==> src/rtl/ysyx_22041211_div_unit_pkg.sv <==
// Shared definitions for the iterative divider.
// Contents: the RV32M divide opcode encoding, the divider FSM state
// encoding, and helpers that decode the opcode.
package ysyx_22041211_div_unit_pkg;

  typedef enum logic [1:0] {
    DIV_OP_DIV  = 2'b00,
    DIV_OP_DIVU = 2'b01,
    DIV_OP_REM  = 2'b10,
    DIV_OP_REMU = 2'b11
  } div_op_e;

  typedef enum logic [1:0] {
    ST_IDLE = 2'b00,
    ST_CALC = 2'b01,
    ST_DONE = 2'b10
  } div_state_e;

  // DIV and REM are signed. Their encodings are the ones with bit 0 clear.
  function automatic logic is_signed_op(input div_op_e op);
    return ~op[0];
  endfunction

  // REM and REMU return the remainder. Their encodings are the ones with bit 1 set.
  function automatic logic is_rem_op(input div_op_e op);
    return op[1];
  endfunction

endpackage

==> src/rtl/ysyx_22041211_div_unit_if.sv <==
// Request/response channel between the execute stage and the divider.
// master : the execute stage (drives the request, flush and result_ready)
// slave  : the divider (drives div_ready_o, result_valid_o and result_o)
// Signal names keep the divider-side _i/_o suffixes, so both ends read alike.
interface ysyx_22041211_div_unit_if
  import ysyx_22041211_div_unit_pkg::*;
#(
  parameter int DATA_LEN = 32
);
  logic                div_valid_i;
  logic                div_ready_o;
  div_op_e             div_op_i;
  logic [DATA_LEN-1:0] src1;
  logic [DATA_LEN-1:0] src2;
  logic                flush_i;
  logic                result_valid_o;
  logic                result_ready_i;
  logic [DATA_LEN-1:0] result_o;

  modport master (
    output div_valid_i, div_op_i, src1, src2, flush_i, result_ready_i,
    input  div_ready_o, result_valid_o, result_o
  );

  modport slave (
    input  div_valid_i, div_op_i, src1, src2, flush_i, result_ready_i,
    output div_ready_o, result_valid_o, result_o
  );
endinterface

==> src/rtl/ysyx_22041211_div_step.sv <==
// One combinational restoring-division step on unsigned magnitudes.
// i_rem/i_quo : partial remainder and dividend/quotient shift register
// i_divisor   : divisor magnitude
// o_rem/o_quo : values after the shift, the trial subtract and the restore
module ysyx_22041211_div_step #(
  parameter int W = 32
) (
  input  logic [W-1:0] i_rem,
  input  logic [W-1:0] i_quo,
  input  logic [W-1:0] i_divisor,
  output logic [W-1:0] o_rem,
  output logic [W-1:0] o_quo
);
  logic [W:0]   w_shifted;
  logic [W+1:0] w_sum;
  logic         w_no_borrow;

  // Shift {rem,quo} left by one. The MSB of quo moves into the remainder.
  assign w_shifted = {i_rem, i_quo[W-1]};

  // 33-bit subtract, done as an add of the inverted operand plus one.
  // A carry-out of 1 means no borrow, so the divisor fits.
  assign w_sum       = {1'b0, w_shifted} + {1'b0, ~{1'b0, i_divisor}} + {{(W+1){1'b0}}, 1'b1};
  assign w_no_borrow = w_sum[W+1];

  // The remainder stays below the divisor, so the low W bits hold all of it.
  assign o_rem = w_no_borrow ? w_sum[W-1:0] : w_shifted[W-1:0];
  assign o_quo = {i_quo[W-2:0], w_no_borrow};
endmodule

==> src/rtl/ysyx_22041211_div_unit.sv <==
// Iterative radix-2 divider for RV32M DIV/DIVU/REM/REMU.
// clock, reset : rising-edge clock; asynchronous active-high reset
// bus          : request (div_valid_i/div_ready_o, op, src1, src2), flush_i,
//                and response (result_valid_o/result_ready_i, result_o)
// A normal op takes 32 CALC cycles. Division by zero and signed overflow
// skip CALC and go straight to DONE with the architected result.
module ysyx_22041211_div_unit
  import ysyx_22041211_div_unit_pkg::*;
#(
  parameter int DATA_LEN = 32,
  parameter int CNT_W    = 5
) (
  input logic                      clock,
  input logic                      reset,
  ysyx_22041211_div_unit_if.slave  bus
);
  div_state_e          r_state, w_next_state;
  div_op_e             r_op;
  logic [DATA_LEN-1:0] r_rem, r_quo, r_dvsr, r_result;
  logic [CNT_W-1:0]    r_cnt;
  logic                r_neg_q, r_neg_r;

  logic                w_accept, w_signed, w_rem_sel, w_a_neg, w_b_neg;
  logic                w_div0, w_ovf, w_special, w_last, w_leave_done;
  logic [DATA_LEN-1:0] w_a_mag, w_b_mag, w_special_res;
  logic [DATA_LEN-1:0] w_step_rem, w_step_quo, w_final;

  localparam logic [DATA_LEN-1:0] INT_MIN = {1'b1, {(DATA_LEN-1){1'b0}}};

  assign w_accept  = (r_state == ST_IDLE) && bus.div_valid_i && !bus.flush_i;
  assign w_signed  = is_signed_op(bus.div_op_i);
  assign w_rem_sel = is_rem_op(bus.div_op_i);
  assign w_a_neg   = w_signed && bus.src1[DATA_LEN-1];
  assign w_b_neg   = w_signed && bus.src2[DATA_LEN-1];
  assign w_a_mag   = w_a_neg ? -bus.src1 : bus.src1;
  assign w_b_mag   = w_b_neg ? -bus.src2 : bus.src2;
  assign w_div0    = (bus.src2 == '0);
  assign w_ovf     = w_signed && (bus.src1 == INT_MIN) && (&bus.src2);
  assign w_special = w_div0 || w_ovf;

  // RISC-V results for operations that need no iteration.
  assign w_special_res = w_div0 ? (w_rem_sel ? bus.src1 : '1)
                                : (w_rem_sel ? '0 : INT_MIN);

  assign w_last       = (r_cnt == CNT_W'(DATA_LEN - 1));
  assign w_leave_done = bus.flush_i || bus.result_ready_i;

  ysyx_22041211_div_step #(.W(DATA_LEN)) u_step (
    .i_rem     (r_rem),
    .i_quo     (r_quo),
    .i_divisor (r_dvsr),
    .o_rem     (w_step_rem),
    .o_quo     (w_step_quo)
  );

  // Sign fix-up uses the final step's outputs, so DONE shows the finished result.
  // The quotient is negative when the operand signs differ.
  // The remainder takes the sign of the dividend.
  assign w_final = is_rem_op(r_op) ? (r_neg_r ? -w_step_rem : w_step_rem)
                                   : (r_neg_q ? -w_step_quo : w_step_quo);

  // NOTE: state registers use non-blocking assignments, so every flop samples
  // values from before the edge, whatever order the blocks are evaluated in.
  always_ff @(posedge clock or posedge reset) begin
    if (reset) r_state <= ST_IDLE;
    else       r_state <= w_next_state;
  end

  // NOTE: the default assignment comes first, so no path leaves w_next_state
  // unassigned. That keeps this block purely combinational, with no latch.
  always_comb begin
    w_next_state = r_state;
    unique case (r_state)
      ST_IDLE: if (w_accept) w_next_state = w_special ? ST_DONE : ST_CALC;
      ST_CALC: if (bus.flush_i) w_next_state = ST_IDLE;
               else if (w_last) w_next_state = ST_DONE;
      ST_DONE: if (w_leave_done) w_next_state = ST_IDLE;
      default: w_next_state = ST_IDLE;
    endcase
  end

  always_ff @(posedge clock or posedge reset) begin
    if (reset) begin
      r_op     <= DIV_OP_DIV;
      r_rem    <= '0;
      r_quo    <= '0;
      r_dvsr   <= '0;
      r_cnt    <= '0;
      r_neg_q  <= 1'b0;
      r_neg_r  <= 1'b0;
      r_result <= '0;
    end else begin
      unique case (r_state)
        ST_IDLE: if (w_accept) begin
          r_op    <= bus.div_op_i;
          r_rem   <= '0;
          r_quo   <= w_a_mag;
          r_dvsr  <= w_b_mag;
          r_cnt   <= '0;
          r_neg_q <= w_a_neg ^ w_b_neg;
          r_neg_r <= w_a_neg;
          if (w_special) r_result <= w_special_res;
        end
        ST_CALC: if (!bus.flush_i) begin
          r_rem <= w_step_rem;
          r_quo <= w_step_quo;
          r_cnt <= r_cnt + CNT_W'(1);
          if (w_last) r_result <= w_final;
        end
        // Clear the result on leaving DONE, so result_o reads 0 when no result is held.
        ST_DONE: if (w_leave_done) r_result <= '0;
        default: ;
      endcase
    end
  end

  assign bus.div_ready_o    = (r_state == ST_IDLE);
  assign bus.result_valid_o = (r_state == ST_DONE);
  assign bus.result_o       = r_result;
endmodule

==> src/flat_wrapper.sv <==
// flat-port wrapper written by rule: the top's interface ports become plain ports
module ysyx_22041211_div_unit_flat import ysyx_22041211_div_unit_pkg::*;
#(
  parameter int DATA_LEN = 32,
  parameter int CNT_W    = 5
)
  (clock, reset, bus_div_valid_i, bus_div_op_i, bus_src1, bus_src2, bus_flush_i, bus_result_ready_i, bus_div_ready_o, bus_result_valid_o, bus_result_o);
  ysyx_22041211_div_unit_if #(.DATA_LEN(DATA_LEN)) bus_i ();
  input logic clock;
  input logic reset;
  input wire logic [$bits(bus_i.div_valid_i)-1:0] bus_div_valid_i;
  input wire logic [$bits(bus_i.div_op_i)-1:0] bus_div_op_i;
  input wire logic [$bits(bus_i.src1)-1:0] bus_src1;
  input wire logic [$bits(bus_i.src2)-1:0] bus_src2;
  input wire logic [$bits(bus_i.flush_i)-1:0] bus_flush_i;
  input wire logic [$bits(bus_i.result_ready_i)-1:0] bus_result_ready_i;
  output wire logic [$bits(bus_i.div_ready_o)-1:0] bus_div_ready_o;
  output wire logic [$bits(bus_i.result_valid_o)-1:0] bus_result_valid_o;
  output wire logic [$bits(bus_i.result_o)-1:0] bus_result_o;
  assign bus_i.div_valid_i = bus_div_valid_i;
  assign bus_i.div_op_i = bus_div_op_i;
  assign bus_i.src1 = bus_src1;
  assign bus_i.src2 = bus_src2;
  assign bus_i.flush_i = bus_flush_i;
  assign bus_i.result_ready_i = bus_result_ready_i;
  assign bus_div_ready_o = bus_i.div_ready_o;
  assign bus_result_valid_o = bus_i.result_valid_o;
  assign bus_result_o = bus_i.result_o;
  ysyx_22041211_div_unit #(.DATA_LEN(DATA_LEN), .CNT_W(CNT_W)) u_core (.clock(clock), .reset(reset), .bus(bus_i));
endmodule
==> config.mk <==
export PLATFORM = sky130hd
export DESIGN_NAME = ysyx_22041211_div_unit_flat
export DESIGN_NICKNAME = d
export VERILOG_FILES = /design/src/rtl/ysyx_22041211_div_unit_pkg.sv /design/src/rtl/ysyx_22041211_div_unit_if.sv /design/src/rtl/ysyx_22041211_div_step.sv /design/src/rtl/ysyx_22041211_div_unit.sv /design/src/flat_wrapper.sv
export SDC_FILE = /design/constraint.sdc
export NUM_CORES = 1
export LEC_CHECK = 0
export ABC_AREA = 1
export BUFFER_PORTS_ARGS = -buffer_cell sky130_fd_sc_hd__buf_2
export CORE_MARGIN = 1
export CORE_UTILIZATION = 29
export CTS_CLUSTER_DIAMETER = 100
export DETAILED_ROUTE_END_ITERATION = 10
export GPL_TIMING_DRIVEN = 1
export MAX_ROUTING_LAYER = met4
export PLACE_DENSITY_LB_ADDON = 0.12
export SLEW_MARGIN = 20
export SYNTH_ARGS = -nofsm -noshare
export SYNTH_HDL_FRONTEND = slang
export SYNTH_SLANG_ARGS = --single-unit
==> constraint.sdc <==
create_clock -name clock -period 4.13 [get_ports clock]
set_input_delay 0.6195 -clock clock [delete_from_list [all_inputs] [get_ports clock]]
set_output_delay 0.6195 -clock clock [all_outputs]
set_load 0.02 [all_outputs]
### Word level (Yosys, flattened, before mapping)

Cells that the tools add are included.

| operators by class | value |
|---|---|
| add/subtract/negate cells | 7 |
| eq/ne operators | 10 |
| multiplexer cells | 30 |
| bitwise logic cells | 3 |
| reductions and logical operators | 18 |

Operators with widths:

| cell | number |
|---|---|
| $mux W32 | 18 |
| $neg A32 Y32 | 4 |
| $pmux W32 S2 | 2 |
| $pmux W32 S3 | 1 |
| $add A33 B33 Y34 | 1 |
| $add A34 B1 Y34 const B | 1 |
| $not A32 Y33 | 1 |
| $eq A32 B32 Y1 const B | 1 |
| $logic_not A32 Y1 | 1 |
| $reduce_and A32 Y1 | 1 |
| $mux W2 | 5 |
| $mux W5 | 2 |
| $pmux W5 S2 | 1 |
| $ne A2 B1 Y1 const B | 4 |
| $logic_and A1 B1 Y1 | 6 |
| $pmux W2 S3 | 1 |
| $reduce_and A3 Y1 | 2 |
| $reduce_and A6 Y1 | 1 |
| $add A5 B1 Y5 const B | 1 |
| $eq A5 B5 Y1 const B | 1 |
| $ne A3 B2 Y1 const B | 1 |
| $reduce_bool A3 Y1 | 1 |
| $eq A2 B1 Y1 const B | 1 |
| $eq A2 B2 Y1 const B | 1 |
| 8 further kinds | 9 |

| word-level totals | value |
|---|---|
| flip-flop bits (word level) | 139 |
| logic and storage cells | 77 |

### Longest topological paths before layout

Gate-level depths: netlist of run 1.

| depth | value |
|---|---|
| depth in word-level cells | 10 |
| depth in mapped cells | 32 |

### Cells and area by module

A second synthesis of run 1 with hierarchy kept.

| second synthesis, totals | value |
|---|---|
| cells, all modules | 2311 |
| area, all modules | 13583.0 µm² |

Modules (own cells, without submodules):

| module | instances | cells each | area an instance (µm²) | sequential area each (µm²) |
|---|---|---|---|---|
| ysyx_22041211_div_unit | 1 | 1641 | 10224.8 | 3453.3 |
| ysyx_22041211_div_step | 1 | 670 | 3358.2 | 0.0 |

### Worst setup path before layout of run 1

Ideal clock, no wire load.

| timing | value |
|---|---|
| path kind | register to register |
| start point | reg u_core.r_rem[6] |
| end point | reg u_core.r_result[24], in the netlist u_core.bus.result_o[24] |
| setup time | 77 ps |
| data arrival time | 3541 ps |
| path slack | 512 ps |
| cell stages (with the launch flop) | 32 |
| path through | dfrtp_1 -> ha_1 -> nand2_2 -> inv_2 -> nand2_1 -> nand2_1 -> inv_2 -> nand3_2 -> nand2_2 -> nand2_2 -> nand2_4 -> nand2_4 -> buf_8 -> inv_2 -> ha_1 -> inv_1 -> nor3_2 -> inv_1 -> nor2_2 -> nand2_1 -> nor2_1 -> inv_1 -> nor2_1 -> inv_1 -> nor2_2 -> nand3_1 -> o21ai_1 -> o21ai_0 -> xor2_1 -> a21oi_1 -> nand2_1 -> a21oi_1 |

| between the ends | value |
|---|---|
| longest elaborated chain between the ends | 9 |
| elaborated cells on any way between the ends | 11 |
| those cells by class | add/sub (4); mux (7) |

Ends and longest elaborated chain:

| item | line | source |
|---|---|---|
| from (decl) | ysyx_22041211_div_unit.sv:19 | `logic [DATA_LEN-1:0] r_rem, r_quo, r_dvsr, r_result;` |
| from (signal assigned) | ysyx_22041211_div_unit.sv:105 | `r_rem <= w_step_rem;` |
| $add A33 B33 Y34 | ysyx_22041211_div_step.sv:23 | `assign w_sum = {1'b0, w_shifted} + {1'b0, ~{1'b0, i_divisor}} + {{(W+1){1'b0}}, 1'b1};` |
| $add A34 B1 Y34 | ysyx_22041211_div_step.sv:23 |  |
| $mux W32 | ysyx_22041211_div_step.sv:27 | `assign o_rem = w_no_borrow ? w_sum[W-1:0] : w_shifted[W-1:0];` |
| $neg A32 Y32 | ysyx_22041211_div_unit.sv:59 | `assign w_final = is_rem_op(r_op) ? (r_neg_r ? -w_step_rem : w_step_rem)` |
| $mux W32 | ysyx_22041211_div_unit.sv:59 |  |
| $mux W32 * | ysyx_22041211_div_unit.sv:59 |  |
| $mux W32 * | ysyx_22041211_div_unit.sv:108 | `if (w_last) r_result <= w_final;` |
| $mux W32 * | ysyx_22041211_div_unit.sv:104 | `ST_CALC: if (!bus.flush_i) begin` |
| $pmux W32 S3 * | ysyx_22041211_div_unit.sv:93 | `unique case (r_state)` |
| to (signal assigned) | ysyx_22041211_div_unit.sv:102 | `if (w_special) r_result <= w_special_res;` |
| to (signal assigned) | ysyx_22041211_div_unit.sv:108 |  |
| to (decl) | ysyx_22041211_div_unit.sv:19 |  |

Mark *: on every way between the ends. The rest lies on a longest branch, timed or not. The select of a mux whose other input is x is not followed.
A chain may end at the register's enable or synchronous reset.

### Final worst setup path of run 1

| timing | value |
|---|---|
| start point | reg u_core.r_dvsr[20] |
| end point | reg u_core.r_result[24], in the netlist u_core.bus.result_o[24] |

| between the ends | value |
|---|---|
| longest elaborated chain between the ends | 10 |
| elaborated cells on any way between the ends | 12 |
| those cells by class | add/sub (4); mux (7); bitwise (1) |

Ends and longest elaborated chain:

| item | line | source |
|---|---|---|
| from (decl) | ysyx_22041211_div_unit.sv:19 |  |
| from (signal assigned) | ysyx_22041211_div_unit.sv:98 | `r_dvsr <= w_b_mag;` |
| $not A32 Y33 * | ysyx_22041211_div_step.sv:23 |  |
| $add A33 B33 Y34 * | ysyx_22041211_div_step.sv:23 |  |
| $add A34 B1 Y34 * | ysyx_22041211_div_step.sv:23 |  |
| $mux W32 | ysyx_22041211_div_step.sv:27 |  |
| $neg A32 Y32 | ysyx_22041211_div_unit.sv:59 |  |
| $mux W32 | ysyx_22041211_div_unit.sv:59 |  |
| $mux W32 * | ysyx_22041211_div_unit.sv:59 |  |
| $mux W32 * | ysyx_22041211_div_unit.sv:108 |  |
| $mux W32 * | ysyx_22041211_div_unit.sv:104 |  |
| $pmux W32 S3 * | ysyx_22041211_div_unit.sv:93 |  |

Marked as above.

==> impl_metrics.env, run 1 <==
export IMPL_nets=2319
export IMPL_antenna_left=0
export IMPL_start_util=0.295
export IMPL_fp_dieW_um=212
export IMPL_die_h_um=212
export IMPL_clkTransAtPathRegs_ps=60
export IMPL_antenna_found_initial=4
export IMPL_ctsHoldBuffers=0
export IMPL_worst_path_largest_cell_delay_ps=360
export IMPL_slew_viol_final=0
export IMPL_numCtsBuffers=17
export IMPL_drtIter0Drc=1092
export IMPL_setup_tns_ps=0
export IMPL_grt_pass1_wl_um=78200
export IMPL_r2r_slack_ps=400
export IMPL_cp_required_ps=4550
export IMPL_ys_warn_count=0
export IMPL_die_area_um2=44800
export IMPL_hold_viol_final=0
export IMPL_grt_pass1_vias=13000
export IMPL_critPathLaunchType="flip-flop"
export IMPL_syn_num_nets=2214
export IMPL_ys_ff_latch=138
export IMPL_status="finished clean"
export IMPL_cts_path_max_buffers=2
export IMPL_cp_slowest_cell="ha_1"
export IMPL_drtPass1Iterations=5
export IMPL_end_kind="flip-flop"
export IMPL_finClkSkew_ps=11.2
export IMPL_gr_total_overflow=0
export IMPL_drt_wl_total_um=50900
export IMPL_cts_htree_levels=4
export IMPL_hold_path_class="in2async"
export IMPL_routedWlPerCell_um=18.1
export IMPL_grt_max_degree=67
export IMPL_arrival_ps=4150
export IMPL_fin_crit_ps=3730
export IMPL_seq_area_frac_synth=0.271
export IMPL_clockRootBuffer="clkbuf_16"
export IMPL_clock_latency_ps=490
export IMPL_worstSetupPathType="reg2reg"
export IMPL_drive_gt1_frac=0.125
export IMPL_worst_pin_slew_ps=1060
export IMPL_cts_tree="done"
export IMPL_crit_fanout=7
export IMPL_layout_commonest_cell="nand2_1"
export IMPL_synth_edf_count=0
export IMPL_synth_cell_type_count=48
export IMPL_gp_congestion=0.957
export IMPL_portBuffers=104
export IMPL_cpMostUsedCell="inv_1"
export IMPL_syn_inst=2100
export IMPL_ioPinCount=105
export IMPL_layout_common_cells="nand2_1, inv_1, nor2_1"
export IMPL_via_count=13800
export IMPL_area_delta_synth_final_pct=16.4
export IMPL_critPathBufInv=7
export IMPL_place_hpwl_um=40300
export IMPL_clock_sinks=138
export IMPL_cp_top_family="simple AND/OR/NAND/NOR gates"
export IMPL_syn_area_um2=12800
export IMPL_coreArea_um2=43300
export IMPL_drcViolationCount=0
export IMPL_track_usage=0.242
export IMPL_slew_headroom=0.292
export IMPL_grt_setup_unrepaired="no"
export IMPL_rows=76
export IMPL_syn_area_per_cell_um2=6.08
export IMPL_r2r_cells=29
export IMPL_r2r_end="u_core.bus.result_o[24]$_DFFE_PP0P_"
export IMPL_async_reset_ff_frac=1.00
export IMPL_timing_max_cap_violations=0
export IMPL_period_share=0.902
export IMPL_vias_per_cell=4.92
export IMPL_clock_fmax_mhz=268
export IMPL_setup_viol=0
export IMPL_r2r_start="u_core.r_dvsr[20]$_DFFE_PP0P_"
export IMPL_synth_flop_cell="dfrtp_1"
layout make-up:
class	count	area [µm²]
inverters	301	1140
clock inverters	11	145
well taps	585	732
fillers	4899	28400
repair buffers	156	936
multi-input cells	1591	7980
diodes	1	2.50
clock buffers	21	460
flip-flops and latches	138	3450
worst min-delay path, stage by stage:
cell and delay [ps]:
buf_2 110, clkinvlp_4 110, buf_12 330
cells in the mapped netlist, types with 2 or more instances:
| cell type | number | area share |
|---|---|---|
| a21oi_1 | 114 | 0.045 |
| a21oi_2 | 7 | 0.0048 |
| a22oi_1 | 2 | 0.0012 |
| a31oi_1 | 15 | 0.0074 |
| a32o_1 | 7 | 0.0055 |
| and2_1 | 4 | 0.0020 |
| and3_1 | 2 | 0.00098 |
| buf_1 | 10 | 0.0029 |
| buf_2 | 3 | 0.0012 |
| buf_4 | 2 | 0.0012 |
| buf_6 | 4 | 0.0035 |
| clkbuf_1 | 50 | 0.015 |
| clkinv_1 | 5 | 0.0015 |
| dfrtp_1 | 138 | 0.27 |
| ha_1 | 42 | 0.041 |
| inv_1 | 291 | 0.086 |
| inv_2 | 5 | 0.0015 |
| nand2_1 | 578 | 0.17 |
| nand2_2 | 23 | 0.011 |
| nand2_4 | 3 | 0.0026 |
| nand3_1 | 156 | 0.061 |
| nand3_2 | 3 | 0.0024 |
| nand3_4 | 2 | 0.0027 |
| nand3b_1 | 5 | 0.0029 |
| nand4_1 | 29 | 0.014 |
| nor2_1 | 266 | 0.078 |
| nor2_2 | 11 | 0.0054 |
| nor2_4 | 4 | 0.0035 |
| nor3_1 | 30 | 0.012 |
| nor3_2 | 2 | 0.0016 |
| nor4_1 | 14 | 0.0069 |
| o211ai_1 | 32 | 0.019 |
| o21ai_0 | 158 | 0.062 |
| o21ai_1 | 8 | 0.0031 |
| o21ai_2 | 3 | 0.0021 |
| o21bai_1 | 2 | 0.0012 |
| o221ai_1 | 2 | 0.0014 |
| o22ai_1 | 7 | 0.0034 |
| o311ai_0 | 4 | 0.0027 |
| or2_2 | 5 | 0.0025 |
| xnor2_1 | 7 | 0.0048 |
| xor2_1 | 39 | 0.027 |
worst max-delay path by stage:
stage | start | to | slack [ps] | depth (start not counted)
after floorplan | u_core.r_rem[6]$_DFFE_PP0P_ | u_core.bus.result_o[24]$_DFFE_PP0P_ | 510 | 31
after global placement | u_core.r_rem[6]$_DFFE_PP0P_ | u_core.bus.result_o[24]$_DFFE_PP0P_ | 310 | 30
after detailed placement | u_core.r_rem[1]$_DFFE_PP0P_ | u_core.bus.result_o[24]$_DFFE_PP0P_ | 160 | 30
after CTS | u_core.r_rem[1]$_DFFE_PP0P_ | u_core.bus.result_o[24]$_DFFE_PP0P_ | 150 | 30
after global routing | u_core.r_dvsr[15]$_DFFE_PP0P_ | u_core.bus.result_o[24]$_DFFE_PP0P_ | 7 | 31
final | u_core.r_dvsr[20]$_DFFE_PP0P_ | u_core.bus.result_o[24]$_DFFE_PP0P_ | 400 | 29
flip-flops by register name, summed over array words and instances (netlist names):
signal               count
u_core.r_cnt             5
u_core.r_op              1
u_core.r_neg_q           1
u_core.bus.result_o     32
u_core.r_dvsr           32
u_core.r_rem            32
u_core.r_quo            32
u_core.r_state           2
u_core.r_neg_r           1
kinds of logic after synthesis:
logic type               Yosys count  share of synthesized area
XOR/XNOR                          46                     0.0316
AND/OR/NAND/NOR                 1138                      0.381
flip-flops                       138                      0.271
buffers and inverters            371                      0.113
AO/OA/AOI/OAI                    364                      0.160
adder cells (fa/ha/maj)           43                     0.0428
layer usage:
| metal | up-vias | track usage | routed length, µm |
|---|---|---|---|
| met5 | - | - | 0 |
| met4 | 0 | 0.0775 | 1100 |
| met1 | 6421 | 0.334 | 25000 |
| met2 | 348 | 0.350 | 21900 |
| li1 | 6988 | - | - |
| met3 | 43 | 0.0495 | 2850 |
metrics by stage:
step           setup slack [ps]  hold WS [ps]  cell area (µm²)  std cells  utilization
2_1_floorplan               512           453            12800       2100            -
3_3_place_gp                312           464            14100       2766        0.325
3_5_place_dp                160           473            14100       2766        0.325
4_1_cts                     153           271            14700       2798        0.339
5_1_grt                    6.76           310            14800       2804        0.343
6_report                    403           275            14800       2804        0.343
timing repair:
item,4_1_cts,5_1_grt
setup endpoints to repair,0,5
gates resized for setup,0,28
buffers inserted,0,5
Power of run 1 is not shown: default switching activity piles up to over one toggle a cycle in this logic, so the estimate is an artifact.
==> run 2: changes to the inputs <==
- ABC_AREA: 1 -> not set
==> impl_metrics.env, run 2 <==
export IMPL_cpMostUsedCell="ha_4"
export IMPL_routedWlPerCell_um=18.6
export IMPL_grt_use_met3=0.0259
export IMPL_drt_wl_total_um=42900
export IMPL_die_area_um2=41400
export IMPL_crit_fanout=4
export IMPL_drtIter0Drc=651
export IMPL_cts_path_max_buffers=2
export IMPL_power_density_nw_per_um2=1040
export IMPL_cp_required_ps=4520
export IMPL_stdcell_area_um2=15300
export IMPL_gr_total_overflow=0
export IMPL_busiest_layer="met2"
export IMPL_ir_worst_vdd_mv=0.656
export IMPL_synth_area_leaders="dfrtp_1, o21ai_0, nand2_1"
export IMPL_portBuffers=104
export IMPL_synth_cell_type_count=88
export IMPL_worstSetupPathType="reg2reg"
export IMPL_syn_inst=1525
export IMPL_gp_congestion=0.903
export IMPL_cp_slowest_cell="dfrtp_1"
export IMPL_place_inst=2254
export IMPL_fin_ws_ps=-320
export IMPL_syn_area_um2=11800
export IMPL_whs_ps=208
export IMPL_clockRootBuffer="clkbuf_16"
export IMPL_synth_most_common_cell="nand2_1"
export IMPL_clock_latency_ps=450
export IMPL_ioPinCount=105
export IMPL_rows=73
export IMPL_grt_max_degree=72
export IMPL_violations="negative setup slack"
export IMPL_period_share=1.08
export IMPL_post_route_util=0.383
export IMPL_via_count=12200
export IMPL_synth_edf_count=0
export IMPL_cp_top_family="compound AO/OA/AOI/OAI gates"
export IMPL_layout_commonest_cell="buf_4"
export IMPL_nFillCells=4221
export IMPL_cp_cell_sequence="inv_2 > ha_4 > a21oi_4 > o21ai_4 > a221oi_4 > o221ai_4 > a21o_4 > inv_4 > mux2i_4 > ha_4 > nand3_2 > a21oi_2 > o311a_1 > o211ai_1 > nor4_2 > buf_4 > a41o_1 > o211ai_2 > or3_1 > o31ai_2 > mux2_1 > nand2_1"
export IMPL_hold_viol_final=0
export IMPL_ys_ff_latch=138
export IMPL_seq_area_frac_synth=0.294
export IMPL_antenna_found_initial=0
export IMPL_finClkSkew_ps=16.4
export IMPL_critPathBufInv=3
export IMPL_coreArea_um2=39900
export IMPL_critPathLaunchType="flip-flop"
export IMPL_worst_path_largest_cell_delay_ps=380
export IMPL_drtPass1Iterations=7
export IMPL_end_kind="flip-flop"
export IMPL_status="finished, violations left"
export IMPL_clkTransAtPathRegs_ps=70
export IMPL_setup_viol=9
export IMPL_antenna_left=0
export IMPL_use_met2=0.361
export IMPL_place_hpwl_um=32800
export IMPL_layout_common_cells="buf_4, nand2_1, o21ai_0"
export IMPL_area_delta_synth_final_pct=29.9
export IMPL_yosysTopAreaCell="dfrtp_1"
export IMPL_slew_headroom=0.225
export IMPL_syn_area_per_cell_um2=7.71
export IMPL_vias_per_cell=5.27
export IMPL_setup_tns_ps=-1790
export IMPL_cts_htree_levels=4
export IMPL_async_reset_ff_frac=1.00
export IMPL_drive_gt1_frac=0.253
export IMPL_hold_path_class="in2async"
export IMPL_fp_dieW_um=203
export IMPL_worst_pin_slew_ps=1160
export IMPL_leakage_uw=0.00654
export IMPL_track_usage=0.216
export IMPL_arrival_ps=4840
export IMPL_start_util=0.295
export IMPL_slew_viol_final=0
export IMPL_syn_num_nets=1639
export IMPL_yosysTopAreaCellShare=0.294
export IMPL_nets=1883
export IMPL_grt_setup_unrepaired="yes"
export IMPL_numCtsBuffers=17
export IMPL_timing_max_cap_violations=0
export IMPL_grt_pass1_wl_um=67400
export IMPL_die_h_um=203
export IMPL_clock_sinks=138
export IMPL_synth_flop_cell="dfrtp_1"
export IMPL_drcViolationCount=0
export IMPL_clock_fmax_mhz=225
export IMPL_stdcell_count=2308
export IMPL_met1_usage=0.270
export IMPL_cts_tree="done"
export IMPL_fin_crit_ps=4450
export IMPL_ys_warn_count=0
export IMPL_grt_pass1_vias=12200
export IMPL_placed_area_um2=14100
export IMPL_synth_common_cells="nand2_1, o21ai_0, dfrtp_1"
==> run 2: cell types whose count changed in the layout (fill, tap and decap cells not counted), sizes merged, moves of 19 or more <==
cell	delta
or3	+19
o21ai	+27
nand2	-408
nor2	-149
mux2i	+41
nand3	-136
buf	+157
o31ai	+32
xnor2	+66
inv	-232
==> run 2: path summary, 6_finish.rpt <==
kind / from / endpoint / slack [ps] / cells past startpoint
max: u_core.r_dvsr[20]$_DFFE_PP0P_ / u_core.bus.result_o[30]$_DFFE_PP0P_ / -320 / 22
min: reset / u_core.bus.result_o[8]$_DFFE_PP0P_ / 210 / 2
max reg2reg: u_core.r_dvsr[20]$_DFFE_PP0P_ / u_core.bus.result_o[30]$_DFFE_PP0P_ / -320 / 22
min reg2reg: u_core.r_dvsr[3]$_DFFE_PP0P_ / u_core.r_dvsr[3]$_DFFE_PP0P_ / 480 / 2
max in group asynchronous: reset / u_core.r_rem[25]$_DFFE_PP0P_ / 3120 / 3
min in group clock: u_core.r_dvsr[3]$_DFFE_PP0P_ / u_core.r_dvsr[3]$_DFFE_PP0P_ / 480 / 2
==> run 2: metal layers <==
metal | vias to the layer above | share of wire | wire [µm]
met3 | 52 | 0.026 | 1110
met2 | 195 | 0.49 | 21100
met1 | 5935 | 0.46 | 19500
li1 | 5981 | - | -
met4 | 0 | 0.027 | 1150
met5 | - | 0 | 0
==> run 2: cell type report <==
type	instances	area [µm²]	share of cell area
inverter	63	243	0.0159
clock inverter	11	168	0.0110
timing repair buffer	313	2130	0.140
clock buffer	21	460	0.0301
antenna	1	2.50	0.000164
multi-input combinational	1236	8170	0.534
sequential	138	3450	0.226
tap	525	657	0.0430
==> run 2: through the flow <==
stage | power, µW | setup WS [ps]
2_1_floorplan | 9520 | -667
3_3_place_gp | 13300 | -549
3_5_place_dp | 13300 | -630
4_1_cts | 15600 | -373
5_1_grt | 17300 | -521
6_report | 16000 | -320
==> run 2: what timing repair did <==
item                       CTS  global route
setup endpoints to repair   15            20
gates resized for setup     46            37
pin swaps                   14            27
buffers inserted            12            11
cloned                       0             0
hold buffers                 0             0
==> run 2: logic make-up (layout without fill, tap and decap cells) <==
group                    count (synthesis)  count (layout)  synth area share
AND/OR/NAND/NOR                        515             515             0.205
AO/OA/AOI/OAI                          505             505             0.269
buffers and inverters                  151             408            0.0525
flip-flops                             138             138             0.294
XOR/XNOR                               129             129            0.0960
multiplexers                            44              44            0.0381
adder cells (fa/ha/maj)                 43              43            0.0464
other                                    0               1                 0
==> run 2: where the power goes <==
part	internal, µW	total [µW]	switching [µW]
clock network	1040	1720	674
logic	5010	11600	6630
registers	1960	2600	641
total	8010	16000	7940
==> run 2: worst register-to-register path, cell delays in order, from the launching register on <==
cell and delay, ps:
dfrtp_1 380, inv_2 80, ha_4 220, a21oi_4 180, o21ai_4 90, a221oi_4 360, o221ai_4 180, a21o_4 240
inv_4 70, mux2i_4 250, ha_4 190, nand3_2 80, a21oi_2 110, o311a_1 190, o211ai_1 130, nor4_2 160
buf_4 170, a41o_1 200, o211ai_2 140, or3_1 360, o31ai_2 200, mux2_1 350, nand2_1 60
Power figures use the tool's default switching activity.
==> run 3: changes to the inputs <==
- PLACE_DENSITY_LB_ADDON: 0.12 -> 0.3
==> impl_metrics.env, run 3 (synthesis gave the netlist of run 2 again) <==
export IMPL_n_antenna_cell=0
export IMPL_gp_congestion=0.899
export IMPL_period_share=1.09
export IMPL_portBuffers=104
export IMPL_cts_htree_levels=4
export IMPL_routedWlPerCell_um=17.8
export IMPL_antenna_left=0
export IMPL_rows=73
export IMPL_grt_pass1_vias=12100
export IMPL_stdcell_area_um2=15200
export IMPL_die_area_um2=41400
export IMPL_fin_crit_ps=4500
export IMPL_grt_pass1_wl_um=65800
export IMPL_ir_worst_vdd_mv=0.450
export IMPL_clockRootBuffer="clkbuf_16"
export IMPL_drcViolationCount=0
export IMPL_timing_max_cap_violations=0
export IMPL_arrival_ps=4870
export IMPL_place_hpwl_um=31500
export IMPL_end_kind="flip-flop"
export IMPL_status="finished, violations left"
export IMPL_finClkSkew_ps=17.0
export IMPL_vias_per_cell=5.28
export IMPL_grt_setup_unrepaired="yes"
export IMPL_clock_sinks=138
export IMPL_ioPinCount=105
export IMPL_critPathLaunchType="flip-flop"
export IMPL_worst_pin_slew_ps=1080
export IMPL_via_count=12200
export IMPL_numCtsBuffers=17
export IMPL_pre_cts_slack_ps=-705
export IMPL_coreArea_um2=39900
export IMPL_slew_headroom=0.283
export IMPL_nets=1880
export IMPL_power_density_nw_per_um2=1040
export IMPL_drtPass1Iterations=5
export IMPL_hold_viol_final=0
export IMPL_setup_tns_ps=-2070
export IMPL_hold_path_class="in2async"
export IMPL_total_power_uw=15800
export IMPL_clkTransAtPathRegs_ps=70
export IMPL_gr_total_overflow=0
export IMPL_start_util=0.295
export IMPL_grt_max_degree=139
export IMPL_layout_common_cells="buf_4, nand2_1, o21ai_0"
export IMPL_drt_wl_total_um=41100
export IMPL_die_h_um=203
export IMPL_area_delta_synth_final_pct=29.6
export IMPL_clock_latency_ps=440
export IMPL_violations="negative setup slack"
export IMPL_clock_fmax_mhz=222
export IMPL_antenna_found_initial=0
export IMPL_drtIter0Drc=863
export IMPL_cts_tree="done"
export IMPL_placed_area_um2=14000
export IMPL_fin_ws_ps=-369
export IMPL_cts_path_max_buffers=2
export IMPL_crit_fanout=4
export IMPL_slew_viol_final=0
export IMPL_track_usage=0.208
export IMPL_drive_gt1_frac=0.255
export IMPL_leakage_uw=0.00651
export IMPL_setup_viol=9
export IMPL_worstSetupPathType="reg2reg"
export IMPL_fp_dieW_um=203
export IMPL_layout_commonest_cell="buf_4"
export IMPL_cp_required_ps=4500
-- run 3: cell types whose count changed in the layout (fill, tap and decap cells not counted), sizes merged --
cell    before  now
buf        313  310
clkbuf      21   18
clkinv       4    8
diode        1    0
bufinv       4    3
-- run 3: layout make-up --
cell class / instances / area (µm²)
multi-input cells: 1236 / 8200
fillers: 4168 / 24700
clock buffers: 18 / 429
inverters: 63 / 243
well taps: 525 / 657
clock inverters: 14 / 173
repair buffers: 310 / 2090
flip-flops and latches: 138 / 3450
-- run 3: path summary, 6_finish.rpt --
check / slack (ps) / cells after the start / to / from
min: 370 / 3 / u_core.bus.result_o[11]$_DFFE_PP0P_ / reset
min reg2reg: 480 / 2 / u_core.r_dvsr[9]$_DFFE_PP0P_ / u_core.r_dvsr[9]$_DFFE_PP0P_
max reg2reg: -370 / 21 / u_core.bus.result_o[30]$_DFFE_PP0P_ / u_core.r_rem[12]$_DFFE_PP0P_
max in group asynchronous: 3030 / 3 / u_core.r_dvsr[2]$_DFFE_PP0P_ / reset
min in group clock: 480 / 2 / u_core.r_dvsr[9]$_DFFE_PP0P_ / u_core.r_dvsr[9]$_DFFE_PP0P_
max: -370 / 21 / u_core.bus.result_o[30]$_DFFE_PP0P_ / u_core.r_rem[12]$_DFFE_PP0P_
-- run 3: critical path, cell delays in order, from the launching register on --
cell and delay [ps]:
dfrtp_1 430, ha_1 350, nand4_1 110, inv_2 60, a21o_1 200, or3_4 380
a21o_4 240, inv_4 70, mux2i_4 250, ha_4 190, nand3_2 80, a21oi_2 110
o311a_1 160, o211ai_1 160, nor4_2 170, buf_4 160, a41o_1 230, o211ai_4 120
or3_4 360, o31ai_4 230, mux2_4 320, nand2_1 50
-- run 3: layer usage --
layer | share of wire | GRT usage | vias up
li1 | - | - | 5984
met1 | 0.44 | 0.258 | 5861
met2 | 0.49 | 0.347 | 262
met3 | 0.035 | 0.0246 | 49
met4 | 0.029 | 0.0741 | 0
met5 | 0 | - | -
-- run 3: through the flow --
step / hold slack, ps / util / instances
floorplan: 450 / - / 1525
global placement: 471 / 0.352 / 2250
detailed placement: 475 / 0.352 / 2250
CTS: 449 / 0.376 / 2298
global route: 471 / 0.382 / 2304
finish: 366 / 0.382 / 2304
-- run 3: power by group --
part | total (µW) | switching [µW] | internal (µW)
clock network | 1620 | 663 | 953
logic | 11600 | 6570 | 5020
registers | 2640 | 679 | 1960
total | 15800 | 7910 | 7930
-- run 3: what timing repair did --
action,4_1_cts,5_1_grt
cloned,0,0
endpoints found under the setup margin,14,19
hold buffers,0,0
pin swaps,19,31
hold endpoints to repair,0,0
buffers inserted,17,8
resized for setup,51,35
